===== config.mk =====
export PLATFORM = sky130hd
export DESIGN_NAME = knn_ctrl
export DESIGN_NICKNAME = d
export VERILOG_FILES = /design/src/rtl/knn_pkg.sv /design/src/rtl/knn_ctrl_fetch.sv /design/src/rtl/knn_ctrl.sv
export SDC_FILE = /design/constraint.sdc
export NUM_CORES = 1
export LEC_CHECK = 0
export BUFFER_PORTS_ARGS = -buffer_cell sky130_fd_sc_hd__buf_4
export CAP_MARGIN = 20
export CORE_MARGIN = 2
export CORE_UTILIZATION = 50
export CTS_CLUSTER_DIAMETER = 40
export DETAILED_ROUTE_END_ITERATION = 7
export PLACE_DENSITY = 0.8
export SYNTH_ARGS = -nofsm -noshare
export SYNTH_HDL_FRONTEND = slang
export SYNTH_HIERARCHICAL = 1
export SYNTH_SLANG_ARGS = --single-unit

===== constraint.sdc =====
create_clock -name clk -period 1.95 [get_ports clk]
set_clock_uncertainty 0.2 [all_clocks]
set_input_delay 0.195 -clock clk [delete_from_list [all_inputs] [get_ports clk]]
set_output_delay 0.195 -clock clk [all_outputs]
set_load 0.01 [all_outputs]

===== src/rtl/knn_pkg.sv =====
// Shared definitions for the knn sequencer: FSM encoding, point memory layout
// and counter sizing.
package knn_pkg;

    typedef enum logic [2:0] {
        S_IDLE,
        S_CLR,
        S_LD_T,
        S_WT_T,
        S_STREAM,
        S_DRAIN,
        S_RES,
        S_DONE
    } state_t;

    localparam int TEST_BASE = 0;
    localparam int RES_W     = 8;

    // Counter/index width for values 0..n-1, never narrower than one bit.
    function automatic int cnt_w(input int n);
        return (n > 1) ? $clog2(n) : 1;
    endfunction

    // Data points sit directly after the test points.
    function automatic int data_base(input int nbr_testp);
        return TEST_BASE + nbr_testp;
    endfunction

endpackage


===== src/rtl/knn_ctrl_fetch.sv =====
// Aligns data point reads with knn_core: core_valid follows each memory issue by
// one cycle, and core_B is held stable once the stream stops.
module knn_ctrl_fetch #(
    parameter int DATA_W = 32
) (
    input  logic              clk,
    input  logic              rst,
    input  logic              i_issue,
    input  logic [DATA_W-1:0] i_mem_rdata,
    output logic              o_valid,
    output logic [DATA_W-1:0] o_data
);

    logic              r_valid;
    logic [DATA_W-1:0] r_hold;

    always_ff @(posedge clk or negedge rst) begin
        if (!rst) begin
            r_valid <= 1'b0;
            r_hold  <= '0;
        end else begin
            r_valid <= i_issue;
            if (r_valid) begin
                r_hold <= i_mem_rdata;
            end
        end
    end

    // The memory output register is the pipeline stage on valid cycles.
    assign o_valid = r_valid;
    assign o_data  = r_valid ? i_mem_rdata : r_hold;

endmodule


===== src/rtl/knn_ctrl.sv =====
// Sequencer for knn_core: per test point clears the list, loads operand A,
// streams all data points into operand B, drains the pipe and hands back a result.
module knn_ctrl
    import knn_pkg::*;
#(
    parameter int DATA_W    = 32,
    parameter int NBR_TESTP = 4,
    parameter int NBR_DATAP = 10,
    parameter int ADDR_W    = 8,
    parameter int DIST_LAT  = 3
) (
    input  logic                          clk,
    input  logic                          rst,
    input  logic                          start,
    output logic                          busy,
    output logic                          done,
    output logic                          mem_req,
    output logic [ADDR_W-1:0]             mem_addr,
    input  logic [DATA_W-1:0]             mem_rdata,
    output logic                          core_en,
    output logic                          core_clr,
    output logic                          core_valid,
    output logic                          core_ready,
    output logic [DATA_W-1:0]             core_A,
    output logic [DATA_W-1:0]             core_B,
    input  logic [RES_W-1:0]              core_info,
    output logic                          res_valid,
    output logic [cnt_w(NBR_TESTP)-1:0]   res_idx,
    output logic [RES_W-1:0]              res_data,
    input  logic                          res_ack
);

    localparam int TW    = cnt_w(NBR_TESTP);
    localparam int DW    = cnt_w(NBR_DATAP);
    localparam int WW    = cnt_w(DIST_LAT + 2);
    localparam int DBASE = data_base(NBR_TESTP);

    localparam logic [TW-1:0] T_LAST = TW'(NBR_TESTP - 1);
    localparam logic [DW-1:0] D_LAST = DW'(NBR_DATAP - 1);
    localparam logic [WW-1:0] W_LAST = WW'(DIST_LAT + 1);

    state_t             r_state;
    state_t             w_next;
    logic [TW-1:0]      r_tcnt;
    logic [DW-1:0]      r_dcnt;
    logic [WW-1:0]      r_wcnt;
    logic [DATA_W-1:0]  r_core_a;
    logic               r_res_valid;
    logic [TW-1:0]      r_res_idx;
    logic [RES_W-1:0]   r_res_data;
    logic               w_mem_req;
    logic [ADDR_W-1:0]  w_mem_addr;
    logic               w_issue;

    always_comb begin
        w_next     = r_state;
        w_mem_req  = 1'b0;
        w_mem_addr = '0;
        case (r_state)
            S_IDLE:   if (start) w_next = S_CLR;
            S_CLR:    w_next = S_LD_T;
            S_LD_T: begin
                w_mem_req  = 1'b1;
                w_mem_addr = ADDR_W'(TEST_BASE) + ADDR_W'(r_tcnt);
                w_next     = S_WT_T;
            end
            S_WT_T:   w_next = S_STREAM;
            S_STREAM: begin
                w_mem_req  = 1'b1;
                w_mem_addr = ADDR_W'(DBASE) + ADDR_W'(r_dcnt);
                if (r_dcnt == D_LAST) w_next = S_DRAIN;
            end
            // Covers the last valid cycle plus DIST_LAT+1 cycles of core latency.
            S_DRAIN:  if (r_wcnt == W_LAST) w_next = S_RES;
            S_RES: begin
                if (r_res_valid && res_ack) begin
                    w_next = (r_tcnt == T_LAST) ? S_DONE : S_CLR;
                end
            end
            S_DONE:   w_next = S_IDLE;
            default:  w_next = S_IDLE;
        endcase
    end

    always_ff @(posedge clk or negedge rst) begin
        if (!rst) begin
            r_state     <= S_IDLE;
            r_tcnt      <= '0;
            r_dcnt      <= '0;
            r_wcnt      <= '0;
            r_core_a    <= '0;
            r_res_valid <= 1'b0;
            r_res_idx   <= '0;
            r_res_data  <= '0;
        end else begin
            r_state <= w_next;
            case (r_state)
                S_IDLE:   if (start) r_tcnt <= '0;
                S_WT_T: begin
                    r_core_a <= mem_rdata;
                    r_dcnt   <= '0;
                end
                S_STREAM: begin
                    if (r_dcnt == D_LAST) r_wcnt <= '0;
                    else                  r_dcnt <= r_dcnt + DW'(1);
                end
                S_DRAIN: begin
                    if (r_wcnt == W_LAST) begin
                        r_res_valid <= 1'b1;
                        r_res_data  <= core_info;
                        r_res_idx   <= r_tcnt;
                    end else begin
                        r_wcnt <= r_wcnt + WW'(1);
                    end
                end
                S_RES: begin
                    if (r_res_valid && res_ack) begin
                        r_res_valid <= 1'b0;
                        if (r_tcnt != T_LAST) r_tcnt <= r_tcnt + TW'(1);
                    end
                end
                default: ;
            endcase
        end
    end

    assign w_issue = (r_state == S_STREAM);

    knn_ctrl_fetch #(
        .DATA_W (DATA_W)
    ) u_fetch (
        .clk         (clk),
        .rst         (rst),
        .i_issue     (w_issue),
        .i_mem_rdata (mem_rdata),
        .o_valid     (core_valid),
        .o_data      (core_B)
    );

    assign busy       = (r_state != S_IDLE) && (r_state != S_DONE);
    assign done       = (r_state == S_DONE);
    assign core_en    = busy;
    assign core_clr   = (r_state == S_CLR);
    assign core_ready = (r_state == S_STREAM) || (r_state == S_DRAIN);
    assign mem_req    = w_mem_req;
    assign mem_addr   = w_mem_addr;
    assign core_A     = r_core_a;
    assign res_valid  = r_res_valid;
    assign res_idx    = r_res_idx;
    assign res_data   = r_res_data;

endmodule


# Word-level counts from Yosys, hierarchy flattened
# Index checks and enable logic that the tools add are counted.
[totals] reg_bits=88
[classes] n_addsub=4 n_eq_ne=19 mux=21 reduce_logical=16
[op_table] cell="two-way mux 32 bit" count=1
[op_table] cell="case mux 3 bit (8 select lines)" count=1
[op_table] cell="two-way mux 3 bit" count=7
[op_table] cell="inequality test 2 bit (second input constant)" count=8
[op_table] cell="== test 3 bit (second input constant)" count=5
[op_table] cell="case mux 5 bit (2 select lines)" count=1
[op_table] cell="case mux 4 bit (2 select lines)" count=1
[op_table] cell="AND reduction 4 bit" count=2
[op_table] cell="nonzero test 2 bit" count=4
[op_table] cell="== test 3 x 2 -> 1 bit (second input constant)" count=2
[op_table] cell="two-way mux 2 bit" count=3
[op_table] cell="case mux 3 bit (2 select lines)" count=1
[op_table] cell="AND reduction 3 bit" count=2
[op_table] cell="adder 3 x 4 -> 5 bit (first input constant)" count=1
[op_table] cell="adder 4 x 1 -> 4 bit (second input constant)" count=1
[op_table] cell="== test 4 bit (second input constant)" count=1
[op_table] cell="two-way mux 4 bit" count=1
[op_table] cell="case mux 2 bit (2 select lines)" count=1
[op_table] cell="AND reduction 2 bit" count=2
[op_table] cell="adder 3 x 1 -> 3 bit (second input constant)" count=1
[op_table] cell="== test 3 x 1 -> 1 bit (second input constant)" count=1
[op_table] cell="zero test 3 bit" count=1
[op_table] cell="two-way mux 1 bit" count=3
[op_table] cell="inequality test 3 bit (second input constant)" count=1
[op_table] cell="other kinds (7)" count=8

# Logic depth before layout (Yosys ltp)
# Gate-level depths: netlist of the first run.
[depth] depth_word=4 mapped_depth=7 mapped_depth_nobuf=6

# Hierarchy
# Netlist of the first run, hierarchy kept.
[modules_own_cells] mod="knn_ctrl" n_inst=1 cells_each=191 area_per_inst_um2=2487.4 seq_area_each_um2=1376.3
[modules_own_cells] mod="knn_ctrl_fetch" n_inst=1 cells_each=69 area_per_inst_um2=1370.1 seq_area_each_um2=825.8

# Worst setup path before layout of the first run
# No wires, ideal clock.
[synth_path] path_type="register -> register" startpoint="register r_wcnt[0]" endpoint="register r_res_data[3], in the netlist res_data[3]" setup_ns=0.125 t_arrival_ns=1.384 required_ns=1.625 setup_slack_ns=0.241 stages_incl_launch_ff=7 n_path_buf=1 synth_period_minus_slack_ns=1.709 cell_sequence="dfrtp_1 -> inv_1 -> ha_1 -> nand2_1 -> nor3_4 -> buf_4 -> mux2_2"
[synth_between] elab_chain_len=2
[synth_rtl] item="start: declaration" line="knn_ctrl.sv:46" source="logic [WW-1:0] r_wcnt;"
[synth_rtl] item="start signal: assignment" line="knn_ctrl.sv:113" source="r_wcnt <= r_wcnt + WW'(1);"
[synth_rtl] item="== test 3 bit" line="knn_ctrl.sv:108" source="if (r_wcnt == W_LAST) begin"
[synth_rtl] item="AND reduction 2 bit (no line)"
[synth_rtl] item="end signal: assignment" line="knn_ctrl.sv:110" source="r_res_data <= core_info;"
[synth_rtl] item="end: declaration" line="knn_ctrl.sv:50" source="logic [RES_W-1:0] r_res_data;"
# No other way between the ends.
# A chain may end at the register's enable or synchronous reset.

# Worst setup path in the final report of the first run
[layout_path] startpoint="register r_state[0]" endpoint="output mem_addr[4]"
[layout_between] elab_chain_len=2 word_cells_on_any_way=3
[layout_rtl] item="start: declaration" line="knn_ctrl.sv:42" source="state_t r_state;"
[layout_rtl] item="start signal: assignment" line="knn_ctrl.sv:96" source="r_state <= w_next;"
[layout_rtl] item="== test 3 bit"
[layout_rtl] item="via w_issue" line="knn_ctrl.sv:53" source="logic w_issue;"
[layout_rtl] item="case mux 5 bit (2 select lines)" line="knn_ctrl.sv:59" source="case (r_state)"
[layout_rtl] item="end: declaration" line="knn_ctrl.sv:18" source="output logic [ADDR_W-1:0] mem_addr,"
# The timed path passes the listed nets, and every way through them passes these cells.

==> results of run 1 <==
final timing paths:
| kind | start | to | slack [ps] |
|---|---|---|---|
| worst max register to register | r_wcnt[0]$_DFFE_PN0P_ | res_data[5]$_DFFE_PN0P_ | 150 |
| worst max-delay path | r_state[0]$_DFFE_PN0P_ | mem_addr[4] | 70 |
| min in group clk | start | r_state[0]$_DFFE_PN0P_ | 240 |
| max in group asynchronous | rst | res_data[4]$_DFFE_PN0P_ | 910 |
| worst min register to register | u_fetch/r_hold[1]$_DFF_PN0_ | u_fetch/r_hold[1]$_DFF_PN0_ | 300 |
| worst min-delay path | rst | core_A[20]$_DFFE_PN0P_ | 90 |
placed cells by master (no fill, tap or decap), types with 2 or more instances in the layout:
cell / count
nor2_1: 8
mux2_4: 31
inv_1: 10
clkbuf_8: 9
dfrtp_2: 2
a31oi_1: 3
conb_1: 3
nand3_1: 6
buf_6: 12
clkbuf_1: 2
nand2_1: 5
buf_4: 131
clkinv_2: 2
a22oi_1: 2
dfrtp_1: 86
buf_12: 4
mux2_2: 43
a21oi_1: 6
ha_1: 7
nor3_1: 3
o21ai_0: 7
dlygate4sd3_1: 42
final cells by class:
type,instances,area share [%]
sequential,88,39.0
inverter,12,0.931
timing repair buffer,190,29.1
tap,102,2.26
clock inverter,4,0.842
clock buffer,11,2.33
multi-input combinational,146,25.5
logic make-up after synthesis:
family                     after synthesis  share of synthesized area (%)
DFF                                     88                           57.1
and+or+nand+nor                         33                           4.96
adders and majority gates                7                           2.27
other                                    1                         0.0972
buffers and inverters                   28                           6.10
muxes                                   75                           24.8
xor gates and xnor gates                 2                          0.454
AOI/OAI and AO/OA                       26                           4.25
per-layer routing:
| metal | up-vias | wire length, um | GRT usage, % |
|---|---|---|---|
| met5 | - | 0 | 0 |
| met2 | 109 | 4390 | 35.4 |
| met3 | 11 | 614 | 6.33 |
| met1 | 1349 | 3800 | 26.7 |
| li1 | 1265 | - | - |
| met4 | 0 | 87 | 6.34 |
timing repair:
action / 4_1_cts / 5_1_grt
setup endpoints to repair: 16 / 4
buffers inserted: 2 / 3
gates cloned: 0 / 1
resized for setup: 4 / 15
pin swaps: 0 / 1
hold buffers: 42 / 0
hold endpoints to repair: 161 / 0
sequential cells by signal, indices dropped and copies added (netlist names):
name	count
r_dcnt	4
res_data	8
res_idx	2
r_wcnt	3
r_state	3
u_fetch/o_valid	1
core_A	32
u_fetch/r_hold	32
res_valid	1
r_tcnt	2
through the flow:
step	util, %	std cells	hold slack, ps	cell area, sq um	total power (uW)
6_report	74.2	553	88.8	5650	9360
5_1_grt	74.2	553	111	5650	9940
4_1_cts	72.9	549	75.8	5550	9160
3_5_place_dp	64.7	490	-83.5	4920	7850
3_3_place_gp	64.7	490	-93.9	4920	7690
2_1_floorplan	-	262	-301	3860	5910
where the power goes:
group          switching, uW  total (uW)  internal, uW
combinational           2130        5010          2880
sequential               453        3160          2710
clock                    614        1200           583
cells in the mapped netlist (all sizes together), types with 2 or more instances:
cell type  count
dfrtp         88
mux2          74
buf           13
inv           11
nor2           8
ha             7
nand2          7
o21ai          7
a21oi          6
nand3          6
nor3           5
a31oi          3
clkbuf         3
a22oi          2
==> summary.md, run 1 <==
| Metric | Value |
|---|---|
| Critical path depth | 4 |
| Die area | 8430 sq um |
| Setup TNS | 0 ps |
| Sequential element share of the synthesized area | 57.1% |
| Vias | 2734 |
| Syn Inst Count | 260 |
| CTS Buffer Depth | 2 |
| Crit Path Max Fanout | 4 |
| Die height | 91.8 um |
| Reg2Reg Depth | 6 |
| Reg area | 2200 sq um |
| Post-DP HPWL | 5800 um |
| Critical path, cell by cell | or3b_4 > clkinv_4 > and2_2 > buf_6 |
| Vias/cell | 4.94 |
| Clock-pin transition on the worst setup and hold timing paths | 90 ps |
| DRT Wirelength | 8900 um |
| Number of global-route vias before repair | 2836 |
| Antenna cells | 0 |
| Cts bufs inserted | 9 |
| CP Class | reg2out |
| Pre-CTS setup slack | 159 ps |
| Top delay family on crit path | simple AND/OR/NAND/NOR gates |
| Total number of yosys warnings | 6 |
| Worst Path Arrival | 1490 ps |
| Htree depth | 3 |
| Clk_lat worst skew | 340 ps |
| Fin. max-slew vios | 0 |
| Pwr/cell area | 1660 nW/um^2 |
| Ports | 134 |
| Syn avg cell area | 14.8 sq um |
| Crit path capture type | output port |
| Antenna violations before repair | 0 |
| Worst hold path class | in2async |
| Required @ worst endpoint | 1550 ps |
| FF+latch count, synth | 88 |
| Die width | 91.8 um |
| Final Hold Violating Endpoints | 0 |
| Critical path buffers and inverters | 2 |
| Root buf cell | clkbuf_8 |
| Post-synthesis cell type count | 41 |
| Max-cap violations | 0 |
| Dominant cells by area after synthesis | dfrtp_1 (57%), mux2_2 (13%), mux2_4 (12%) |
| Most common flop cell mapped by yosys | dfrtp_1 |
| CP peak stage delay | 440 ps |
| FILL cells | 497 |
| RSZ-0062 raised after global routing | yes |
| Post-layout net count | 498 |
| Tmin final | 1880 ps |
| Area leader, netlist | dfrtp_1 |
| Highest clock rate | 0.531 GHz |
| Layout cells sized above 1 | 55.0% |
| Leakage | 0.00272 uW |
| Avg WL per Cell | 16.1 um |
| CP max-delay cell | or3b_4 |
| Routed Antenna Nets | 0 |
| Status | finished, final reports clean |
| GP Congestion | 0.789 |
| Rows | 32 |
| Post-synth EDFFs | 0 |
| Asr flop ratio synth | 100% |
| # setup viols final | 0 |
| 1st-pass router iterations | 4 |
| Global-route wire length before repair | 14000 um |
| IR drop worst, VDD | 0.000871 V |
| Drc violations | 0 |
| Synth top area share | 57.1% |
| Total grt overflow | 0 |
| IO buf count | 130 |
| Starting density of the core | 50.7% |
| Core Region | 7610 sq um |
| Setup crit start kind | register |
| Initial DRC Count | 63 |
| Mapped cell area | 3860 sq um |
| Sink Count | 88 |
| GRT Util Overall | 21.2% |
| Largest net degree at the start of global routing | 32 |
| CTS tree | done |
| Final worst slack | 66.5 ps |
| Area occupied by multi-input gates | 1440 sq um |
| Final critical-path share of the clock period | 96.6% |
| Synthesis-to-layout area growth | 46.4% |
Note: power is estimated with default switching activity, not from simulation.
==> inputs of run 2 (changes only) <==
--- a/config.mk
+++ b/config.mk
@@ -14,5 +14,4 @@
 export PLACE_DENSITY = 0.8
 export SYNTH_ARGS = -nofsm -noshare
 export SYNTH_HDL_FRONTEND = slang
-export SYNTH_HIERARCHICAL = 1
 export SYNTH_SLANG_ARGS = --single-unit
==> summary.md, run 2 <==
| Metric | Value |
|---|---|
| Syn Inst Count | 265 (was 260) |
| 1st-pass router iterations | 4 (unchanged) |
| Area occupied by multi-input gates | 1550 sq um (was 1440 sq um) |
| Global-route wire length before repair | 15600 um (was 14000 um) |
| Starting density of the core | 52.3% (was 50.7%) |
| Reg2reg start | r_state[1]$_DFFE_PN0P_ (was r_wcnt[0]$_DFFE_PN0P_) |
| Synthesis-to-layout area growth | 48.7% (was 46.4%) |
| Die height | 91.6 um (was 91.8 um) |
| Pwr/cell area | 1650 nW/um^2 (was 1660 nW/um^2) |
| Worst r2r dst | res_idx[1]$_DFFE_PN0P_ (was res_data[5]$_DFFE_PN0P_) |
| Post-synthesis adder-cell area fraction | 2.28% (was 2.27%) |
| Core Region | 7330 sq um (was 7610 sq um) |
| Max-cap violations | 0 (unchanged) |
| Post-synthesis cell type count | 45 (was 41) |
| Most common cell in the netlist | dfrtp_1 (unchanged) |
| Largest net degree at the start of global routing | 33 (was 32) |
| Most frequent cells in the layout | buf_4 (140), dfrtp_1 (85), mux2_2 (49), dlygate4sd3_1 (43), mux2_4 (25) (was buf_4 (131), dfrtp_1 (86), mux2_2 (43), dlygate4sd3_1 (42), mux2_4 (31)) |
| Post-synthesis mux area share | 25.0% (was 24.8%) |
| Crit Path Max Fanout | 16 (was 4) |
| Routed Antenna Nets | 0 (unchanged) |
| GRT Util Overall | 23.4% (was 21.2%) |
| Asr flop ratio synth | 100% (unchanged) |
| Htree depth | 3 (unchanged) |
| IO buf count | 130 (unchanged) |
| Fin. max-slew vios | 0 (unchanged) |
| Status | finished, final reports clean (unchanged) |
| IR drop worst, VDD | 0.000824 V (was 0.000871 V) |
| FILL cells | 417 (was 497) |
| Vias/cell | 5.18 (was 4.94) |
| Ports | 134 (unchanged) |
| Dominant cells by area after synthesis | dfrtp_1 (57%), mux2_2 (14%), mux2_4 (9.8%) (was dfrtp_1 (57%), mux2_2 (13%), mux2_4 (12%)) |
| Mapped cell area | 3830 sq um (was 3860 sq um) |
| Sequential element share of the synthesized area | 57.4% (was 57.1%) |
| Die area | 8380 sq um (was 8430 sq um) |
| Worst hold path class | in2async (unchanged) |
| Rows | 31 (was 32) |
| Commonest cells in the netlist | dfrtp_1 (88), mux2_2 (47), mux2_4 (25) (was dfrtp_1 (88), mux2_2 (44), mux2_4 (30)) |
| CTS tree | done (unchanged) |
| Clk_lat worst skew | 340 ps (about the same) |
| Setup crit start kind | register (unchanged) |
| Root buf cell | clkbuf_8 (unchanged) |
| Initial DRC Count | 61 (was 63) |
| Post-DP HPWL | 6300 um (was 5800 um) |
| Number of global-route vias before repair | 3056 (was 2836) |
| Setup TNS | 0 ps (unchanged) |
| FF-to-FF setup slack | 110 ps (was 150 ps) |
| Vias | 2874 (was 2734) |
| Crit path capture type | output port (unchanged) |
| Antenna violations before repair | 0 (unchanged) |
| Reg area | 2210 sq um (was 2200 sq um) |
| Synth Area in XOR/XNOR | 0% (was 0.454%) |
| Post-layout net count | 502 (was 498) |
| Tmin final | 1910 ps (was 1880 ps) |
| RSZ-0062 raised after global routing | yes (unchanged) |
| Hold WS | 80.9 ps (was 88.8 ps) |
| Sink Count | 88 (unchanged) |
| Synth Area in Simple Gates | 6.36% (was 4.96%) |
| Total number of yosys warnings | 0 (was 6) |
| Avg WL per Cell | 17.8 um (was 16.1 um) |
| Die width | 91.6 um (was 91.8 um) |
| Syn avg cell area | 14.5 sq um (was 14.8 sq um) |
| CP Class | reg2out (unchanged) |
| Required @ worst endpoint | 1550 ps (about the same) |
| Antenna cells | 0 (unchanged) |
| Leakage | 0.00278 uW (was 0.00272 uW) |
| Worst Path Arrival | 1510 ps (was 1490 ps) |
| Post-synth EDFFs | 0 (unchanged) |
| Post-synthesis compound-gate area fraction | 4.90% (was 4.25%) |
| Synth top area share | 57.4% (was 57.1%) |
| Layout cells sized above 1 | 56.1% (was 55.0%) |
| GP Congestion | 0.838 (was 0.789) |
| Most common flop cell mapped by yosys | dfrtp_1 (unchanged) |
| Total grt overflow | 0 (unchanged) |
| Reg2Reg Depth | 4 (was 6) |
| CTS Buffer Depth | 2 (unchanged) |
| Clock-pin transition on the worst setup and hold timing paths | 90 ps (about the same) |
| Cts bufs inserted | 9 (unchanged) |
| Highest clock rate | 0.524 GHz (was 0.531 GHz) |
| Commonest non-fill, non-tap cell in the layout | buf_4 (unchanged) |
| Final Hold Violating Endpoints | 0 (unchanged) |
| # setup viols final | 0 (unchanged) |
| Largest family of logic cells by synthesized area | multiplexers (unchanged) |
| FF+latch count, synth | 88 (unchanged) |
| Area leader, netlist | dfrtp_1 (unchanged) |
| Final critical-path share of the clock period | 97.9% (was 96.6%) |
| Drc violations | 0 (unchanged) |
| Final core utilization | 77.8% (was 74.2%) |
| DRT Wirelength | 9870 um (was 8900 um) |
[run 2: cell types whose count changed after synthesis, sizes merged, moves of 3 or more]
| cell | previous run | this run |
|---|---|---|
| nand3b | 0 | 3 |
| o21ai | 7 | 2 |
| inv | 11 | 5 |
| buf | 13 | 16 |
| nand2 | 7 | 12 |
[run 2: through the flow]
stage / worst slack [ps] / power, uW / instance area, sq um / cells
after floorplan: 270 / 5630 / 3840 / 267
after global placement: 152 / 7560 / 4910 / 487
after detailed placement: 56.7 / 7740 / 4910 / 487
after CTS: -5.83 / 9200 / 5600 / 548
after global routing: -27.1 / 9960 / 5700 / 555
final: 41.8 / 9390 / 5700 / 555
[run 2: cells by family after synthesis]
logic type      after synthesis
compound gates               26
fa+ha+maj                     7
buf+inv                      23
flops                        88
mux                          77
other cells                   1
simple gates                 43
[run 2: worst max path at each step]
stage | from | endpoint | slack (ps) | cells after the start
finish | u_fetch.o_valid$_DFF_PN0_ | core_B[18] | 40 | 3
global route | r_state[2]$_DFFE_PN0P_ | mem_addr[0] | -30 | 6
CTS | u_fetch.o_valid$_DFF_PN0_ | core_B[26] | -6 | 3
detailed placement | r_wcnt[0]$_DFFE_PN0P_ | res_idx[1]$_DFFE_PN0P_ | 60 | 5
global placement | r_wcnt[0]$_DFFE_PN0P_ | res_data[2]$_DFFE_PN0P_ | 150 | 5
floorplan | r_wcnt[0]$_DFFE_PN0P_ | res_data[0]$_DFFE_PN0P_ | 270 | 6
[run 2: power breakdown]
part	total, uW	leakage [uW]	switching [uW]	internal, uW
Sequential	3290	0.00104	551	2740
Clock	1290	0.000100	650	637
Combinational	4810	0.00164	2090	2720
[run 2: final cells by class]
type	count	area share (%)
flip-flops and latches	88	38.7
repair buffers	190	28.1
multi-input cells	157	27.1
clock buffers	11	2.48
well taps	99	2.17
clock inverters	5	1.12
inverters	5	0.329
[run 2: per-layer routing]
metal	share of wire, %	vias to the layer above	GRT usage, %
li1	-	1307	-
met1	41	1458	29.9
met2	53	106	40.7
met3	6.1	3	5.31
met4	0.38	0	5.30
met5	0	-	0
[run 2: repair_timing]
action                                  4_1_cts  5_1_grt
gates cloned                                  0        3
endpoints found under the hold margin       162        0
hold buffers                                 43        0
setup buffers                                 2        4
endpoints found under the setup margin        7       48
gates resized for setup                       8       11
[run 2: critical path, stage by stage, from the launching register on]
cell	delay (ps)
dfrtp_2	450
buf_12	180
mux2_2	370
buf_4	150
